$ cat config.mk
export PLATFORM = sky130hd
export DESIGN_NAME = zero_run_detector
export DESIGN_NICKNAME = d
export VERILOG_FILES = /design/src/rtl/zero_run_detector.sv
export SDC_FILE = /design/constraint.sdc
export NUM_CORES = 1
export LEC_CHECK = 0
export BUFFER_PORTS_ARGS = -buffer_cell sky130_fd_sc_hd__buf_2
export CORE_ASPECT_RATIO = 0.8
export CORE_MARGIN = 2
export CORE_UTILIZATION = 54
export CTS_CLUSTER_DIAMETER = 50
export DETAILED_ROUTE_END_ITERATION = 7
export HOLD_SLACK_MARGIN = 0.08
export PLACE_DENSITY = 0.88
export SLEW_MARGIN = 20
export SYNTH_ARGS = -nofsm -noshare
export SYNTH_HDL_FRONTEND = slang
export SYNTH_SLANG_ARGS = --single-unit
$ cat constraint.sdc
create_clock -name clk -period 4.2 [get_ports clk]
set_input_delay 0.84 -clock clk [delete_from_list [all_inputs] [get_ports clk]]
set_output_delay 0.84 -clock clk [all_outputs]
set_load 0.005 [all_outputs]
$ cat src/rtl/zero_run_detector.sv
// Registered zero-run detector: flags masked-zero samples, tracks the current
// zero run and total zero count, and pulses run_hit when a run reaches threshold.
module zero_run_detector #(
    parameter int WIDTH = 8,
    parameter int CNT_W = 8
) (
    input  logic             clk,
    input  logic             rst_n,
    input  logic             clear,
    input  logic             in_valid,
    input  logic [WIDTH-1:0] num,
    input  logic [WIDTH-1:0] mask,
    input  logic [CNT_W-1:0] threshold,
    output logic             out_valid,
    output logic             is_zero,
    output logic [CNT_W-1:0] run_len,
    output logic             run_hit,
    output logic             run_active,
    output logic [CNT_W-1:0] zero_total
);

    typedef enum logic [1:0] {
        IDLE  = 2'd0,
        COUNT = 2'd1,
        HIT   = 2'd2
    } state_t;

    localparam logic [CNT_W-1:0] CNT_MAX = '1;

    state_t           state_q, state_d;
    logic             out_valid_q, out_valid_d;
    logic             is_zero_q, is_zero_d;
    logic [CNT_W-1:0] run_len_q, run_len_d;
    logic             run_hit_q, run_hit_d;
    logic             run_active_q, run_active_d;
    logic [CNT_W-1:0] zero_total_q, zero_total_d;

    logic             sample_zero;
    logic [CNT_W-1:0] len_inc;
    logic [CNT_W-1:0] total_inc;
    logic [CNT_W-1:0] len_new;
    logic             hit_new;

    assign sample_zero = ((num & mask) == '0);
    assign len_inc     = (run_len_q == CNT_MAX) ? run_len_q : run_len_q + CNT_W'(1);
    assign total_inc   = (zero_total_q == CNT_MAX) ? zero_total_q : zero_total_q + CNT_W'(1);
    assign len_new     = sample_zero ? len_inc : '0;
    // HIT is re-evaluated against the live threshold on every accepted sample
    assign hit_new     = (threshold != '0) && (len_new >= threshold);

    always_comb begin
        state_d      = state_q;
        out_valid_d  = 1'b0;
        is_zero_d    = is_zero_q;
        run_len_d    = run_len_q;
        run_hit_d    = 1'b0;
        run_active_d = run_active_q;
        zero_total_d = zero_total_q;

        if (clear) begin
            state_d      = IDLE;
            is_zero_d    = 1'b0;
            run_len_d    = '0;
            run_active_d = 1'b0;
            zero_total_d = '0;
        end else if (in_valid) begin
            out_valid_d  = 1'b1;
            is_zero_d    = sample_zero;
            run_len_d    = len_new;
            run_active_d = hit_new;
            if (sample_zero) begin
                zero_total_d = total_inc;
            end
            if (len_new == '0) begin
                state_d = IDLE;
            end else if (hit_new) begin
                state_d = HIT;
            end else begin
                state_d = COUNT;
            end
            run_hit_d = hit_new && (state_q != HIT);
        end
    end

    always_ff @(posedge clk or negedge rst_n) begin
        if (!rst_n) begin
            state_q      <= IDLE;
            out_valid_q  <= 1'b0;
            is_zero_q    <= 1'b0;
            run_len_q    <= '0;
            run_hit_q    <= 1'b0;
            run_active_q <= 1'b0;
            zero_total_q <= '0;
        end else begin
            state_q      <= state_d;
            out_valid_q  <= out_valid_d;
            is_zero_q    <= is_zero_d;
            run_len_q    <= run_len_d;
            run_hit_q    <= run_hit_d;
            run_active_q <= run_active_d;
            zero_total_q <= zero_total_d;
        end
    end

    assign out_valid  = out_valid_q;
    assign is_zero    = is_zero_q;
    assign run_len    = run_len_q;
    assign run_hit    = run_hit_q;
    assign run_active = run_active_q;
    assign zero_total = zero_total_q;

endmodule
; Yosys cells after proc, flatten, opt, wreduce, memory -nomap -nowiden
; Index checks and enable logic that the tools add are counted.
[totals]
register_bits = 22
in_bits = 28
output_inout_bits = 20
wordCells = 43
[op_classes]
add_sub_neg = 2
n_lt_le_gt_ge = 1
n_eq_ne = 4
n_mux = 20
bitwise_logic = 1
reduce_logical = 8
[op_table]
columns = cell, count
row1 = 8-bit two-way mux, 8
row2 = "8-bit by 1-bit adder with 8-bit output, second input constant", 2
row3 = "8-bit equality test, second input constant", 2
row4 = 8-bit logical NOT, 2
row5 = 8-bit AND, 1
row6 = 8-bit greater-or-equal comparator, 1
row7 = 1-bit two-way mux, 8
row8 = 2-bit two-way mux, 4
row9 = 8-bit nonzero test, 1
row10 = "2-bit inequality test, second input constant", 2
row11 = 2-bit nonzero test, 2
row12 = 3-bit AND reduction, 1
row13 = 1-bit logical AND, 2

; Logic depth before layout (Yosys ltp)
[logic_depth]
word_depth = 9
depth_mapped = 11
ltp_nobuf = 11

; Worst setup path before layout
; Ideal clock, no wire load.
[synth_path]
path_type = input-to-reg
from = in num[2]
to = reg state_q[1]
t_arrival_ns = 3.200
slack_ns = 0.879
path_stages = 11
path_buffers = 1
cell_sequence = a22oi_1 nand4_2 buf_2 or3b_4 ha_1 nand2b_1 a21oi_1 nor2b_1 a2111oi_1 o32ai_1 a22o_1
[synth_between]
elab_chain_len = 9
word_cells_on_any_way = 10
cone_classes = order compare: 1 / mux: 5 / bitwise: 1 / reduce/logical: 3
[synth_lines]
columns = element, line_no
row1 = from (decl), 11  ; input logic [WIDTH-1:0] num,
row2 = 8-bit AND (*), 44  ; assign sample_zero = ((num & mask) == '0);
row3 = 8-bit logical NOT (*), 44
row4 = 8-bit two-way mux (*), 47  ; assign len_new = sample_zero ? len_inc : '0;
row5 = 8-bit greater-or-equal comparator, 49  ; assign hit_new = (threshold != '0) && (len_new >= threshold);
row6 = 1-bit logical AND, 49
row7 = 2-bit two-way mux, 76  ; end else if (hit_new) begin
row8 = 2-bit two-way mux (*), 74  ; if (len_new == '0) begin
row9 = 2-bit two-way mux (*), 66  ; end else if (in_valid) begin
row10 = 2-bit two-way mux (*), 60  ; if (clear) begin
row11 = to (signal assigned), 95  ; state_q <= state_d;
row12 = to (decl), 30  ; state_t state_q, state_d;
; Every way passes the cells marked *; elsewhere a longest branch is shown, timed or not. The select of a mux whose other input is x is not followed.
; A chain may end at the register's enable or synchronous reset.

; Worst setup path in the final report
[layout_path]
from = reg run_len_q[0] (netlist: run_len[0])
to = reg run_active_q (netlist: run_active)
[layout_between]
elab_chain_len = 7
word_cells_on_any_way = 8
cone_classes = add/sub: 1 / order compare: 1 / eq/ne: 1 / mux: 4 / reduce/logical: 1
[layout_lines]
columns = element, line_no
row1 = from (decl), 33  ; logic [CNT_W-1:0] run_len_q, run_len_d;
row2 = from (signal assigned), 98  ; run_len_q <= run_len_d;
row3 = 8-bit by 1-bit adder with 8-bit output or 8-bit equality test (tied branches), 45  ; assign len_inc = (run_len_q == CNT_MAX) ? run_len_q : run_len_q + CNT_W'(1);
row4 = 8-bit two-way mux (*), 45
row5 = 8-bit two-way mux (*), 47
row6 = 8-bit greater-or-equal comparator (*), 49
row7 = 1-bit logical AND (*), 49
row8 = 1-bit two-way mux (*), 66
row9 = 1-bit two-way mux (*), 60
row10 = to (signal assigned), 100  ; run_active_q <= run_active_d;
row11 = to (decl), 35  ; logic run_active_q, run_active_d;
; Marked as above.

==> flow_metrics.env <==
export IMPL_via_count=1424
export IMPL_final_setup_viol_count=0
export IMPL_period_minus_slack_ps=3230
export IMPL_cts_hold_buf=0
export IMPL_finClkSkew_ps=3.33
export IMPL_area_growth_pct=21.2
export IMPL_dpl_hpwl_microns=2810
export IMPL_grt_max_degree=23
export IMPL_path_max_fanout=6
export IMPL_layout_drive_gt1_share_pct=32.1
export IMPL_fillCellCount=241
export IMPL_ys_types=44
export IMPL_clk_latency_ps=310
export IMPL_drtAntennaViolNets=0
export IMPL_fp_dieW_microns=63.2
export IMPL_io_buffers=47
export IMPL_cts_buffers_inserted=3
export IMPL_grt_pass1_vias=1301
export IMPL_postPlaceCellArea_sq_um=1780
export IMPL_gp_congestion=0.872
export IMPL_max_cap_viol_count=0
export IMPL_avgViaCountPerCell=5.77
export IMPL_die_area_sq_um=3250
export IMPL_start_kind="flop"
export IMPL_pwr_share_comb_pct=11.8
export IMPL_tns_ps=0
export IMPL_cts_resized=0
export IMPL_final_area_sq_um=1840
export IMPL_cp_required_ps=4410
export IMPL_fmax_mhz=309
export IMPL_clk_pin_slew_ps=120
export IMPL_grt_overflow=0
export IMPL_fp_dieH_microns=51.4
export IMPL_clkPwrFrac_pct=38.1
export IMPL_wl_per_cell_microns=15.0
export IMPL_power_density_nw_per_um2=234
export IMPL_yosys_warnings=0
export IMPL_synth_nets=198
export IMPL_antennaDiodeCount=0
export IMPL_p_sw_uw=97.3
export IMPL_relSlewSlack_pct=65.3
export IMPL_post_place_ws_ps=843
export IMPL_drtIter0Drc=128
export IMPL_peakVddDrop_mv=0.352
export IMPL_cts_setup_buffers=0
export IMPL_floorplan_initialDensity_pct=55.7
export IMPL_worst_slew_pin_slew_ps=519
export IMPL_p_int_uw=332
export IMPL_gr_usage_all_layers_pct=25.0
export IMPL_crit_type="reg2reg"
export IMPL_yosysSeqAreaShare_pct=36.3
export IMPL_dr_pass1_iters=4
export IMPL_setup_ws_ps=966
export IMPL_cts_sinks=22
export IMPL_cp_top_family="compound AO/OA/AOI/OAI gates"
export IMPL_crit_slowest_cell="a2111oi_1"
export IMPL_synth_ff_type="dfrtp_1"
export IMPL_cp_num_buf_inv=0
export IMPL_arrival_ps=3450
export IMPL_rsz0062_at_grt="false"
export IMPL_routed_wl_microns=3710
export IMPL_fp_coreArea_sq_um=2720
export IMPL_syn_area_sq_um=1520
export IMPL_p_seq_share_pct=50.1
export IMPL_ys_ff_latch=22
export IMPL_synth_top_area_cell="dfrtp_1"
export IMPL_finalHoldWorstSlack_ps=470
export IMPL_cts_tree="yes"
export IMPL_synth_edf_count=0
export IMPL_power_leakage_uw=0.000913
export IMPL_syn_area_per_cell_sq_um=9.35
export IMPL_synth_top_area_share_pct=36.3
export IMPL_slew_violations=0
export IMPL_cts_buffer_depth=2
export IMPL_cp_common_cell="ha_1"
export IMPL_outcome="finished, final reports clean"
export IMPL_nets=246
export IMPL_crit_chain="ha_1 > nand4_4 > o21ai_0 > or3b_4 > ha_1 > nand2b_1 > a21oi_1 > nor2b_1 > a2111oi_1 > o32a_1 > o21ai_1"
export IMPL_finalHoldViolCount=0
export IMPL_drcViolationCount=0
export IMPL_antenna_found_initial=0
export IMPL_ys_top_cells_by_area="dfrtp_1, ha_1, nor2_1, mux2i_1, xnor2_1"
export IMPL_grt_pass1_wl_microns=6290
export IMPL_syn_inst=162
export IMPL_cpPeakStageDelay_ps=540
export IMPL_fin_crit_sh_pct=77.0
export IMPL_hp_class="in2async"
export IMPL_cts_root_buf="clkbuf_4"
export IMPL_endpoint_kind="flop"
export IMPL_htreeDepth=1
export IMPL_ioPinCount=48
export IMPL_synthArstFlopShare_pct=100
export IMPL_switching_share_pct=22.7
export IMPL_rows=17
-- metal layers --
metal / up-vias / global-route usage, % / routed length, microns
met5: - / 0 / 0
met4: 0 / 3.99 / 48
met3: 8 / 5.29 / 193
met2: 53 / 41.1 / 1790
met1: 672 / 34.7 / 1680
li1: 691 / - / -
-- cell usage in the layout (no fill, tap or decap), types with 2 or more instances in the layout --
cell type,Yosys,routed
or4_1,2,2
xor2_1,3,3
nor2b_1,2,2
a22o_1,2,2
a22oi_2,3,3
nand2_1,5,5
nor2_1,24,24
nor4_1,3,3
inv_1,9,9
nor3_2,4,4
and3_1,4,4
nand2b_1,3,3
ha_1,8,8
clkbuf_4,0,3
xnor2_1,5,5
nand4_1,2,2
mux2i_1,7,7
a21oi_1,8,8
nand3_1,5,5
o211ai_1,2,2
a21oi_2,2,2
buf_2,2,47
nor3_1,6,6
o21ai_0,4,4
dfrtp_1,22,22
and4_1,4,4
-- state kept, by name (all words and copies together), names as in the netlist --
name        flops
out_valid       1
run_active      1
zero_total      8
is_zero         1
run_len         8
state_q         2
run_hit         1
-- path summary, 6_finish.rpt --
kind                             from             to  cells past startpoint  slack (ps)
hold / removal                  rst_n     state_q[1]                      1         470
setup / recovery           run_len[0]     run_active                     11         970
hold reg to reg            state_q[1]     state_q[1]                      1         510
setup reg to reg           run_len[0]     run_active                     11         970
max in group asynchronous       rst_n  zero_total[3]                      1        3400
min in group clk           state_q[1]     state_q[1]                      1         510
-- worst reg2reg max path, stage by stage (launching register included) --
cell,delay [ps]
dfrtp_1,490
ha_1,340
nand4_4,170
o21ai_0,170
or3b_4,420
ha_1,270
nand2b_1,140
a21oi_1,180
nor2b_1,70
a2111oi_1,540
o32a_1,260
o21ai_1,80
-- kinds of logic after synthesis --
group	after synthesis	share of synthesized area, %
AO/OA/AOI/OAI	33	16.8
flip-flops	22	36.3
XOR/XNOR	8	4.62
buffers and inverters	14	3.63
adder cells (fa/ha/maj)	8	6.61
AND/OR/NAND/NOR	70	27.4
multiplexers	7	4.62
-- stage by stage --
stage,util (%),total power [uW],std cells
CTS,67.5,432,247
finish,67.5,429,247
global route,67.5,445,247
detailed placement,65.5,269,243
floorplan,-,244,162
global placement,65.5,268,243
-- power groups by stage --
stage | clock network, uW | logic [uW] | registers, uW
global placement | 0 | 48.7 | 219
global route | 173 | 57.0 | 215
CTS | 167 | 50.5 | 215
finish | 164 | 50.6 | 215
floorplan | 0 | 25.0 | 219
detailed placement | 0 | 50.1 | 219
-- synthesized netlist by cell type, types with 4 or more instances --
library cell and count:
a21oi_1 8, ha_1 8, nor3_1 6, inv_1 9, xnor2_1 5, mux2i_1 7, o21ai_0 4, nand3_1 5
and4_1 4, nand2_1 5, nor2_1 24, dfrtp_1 22, nor3_2 4, and3_1 4
-- area by class of cell --
cell class	count	area [sq um]	share of cell area (%)
clock buffer	3	22.5	1.23
clock inverter	1	30.0	1.63
inverter	9	33.8	1.84
multi-input combinational	126	910	49.5
sequential	22	551	30.0
tap	38	47.5	2.59
timing repair buffer	48	243	13.2
No activity file was read; power rests on OpenSTA's default activity.
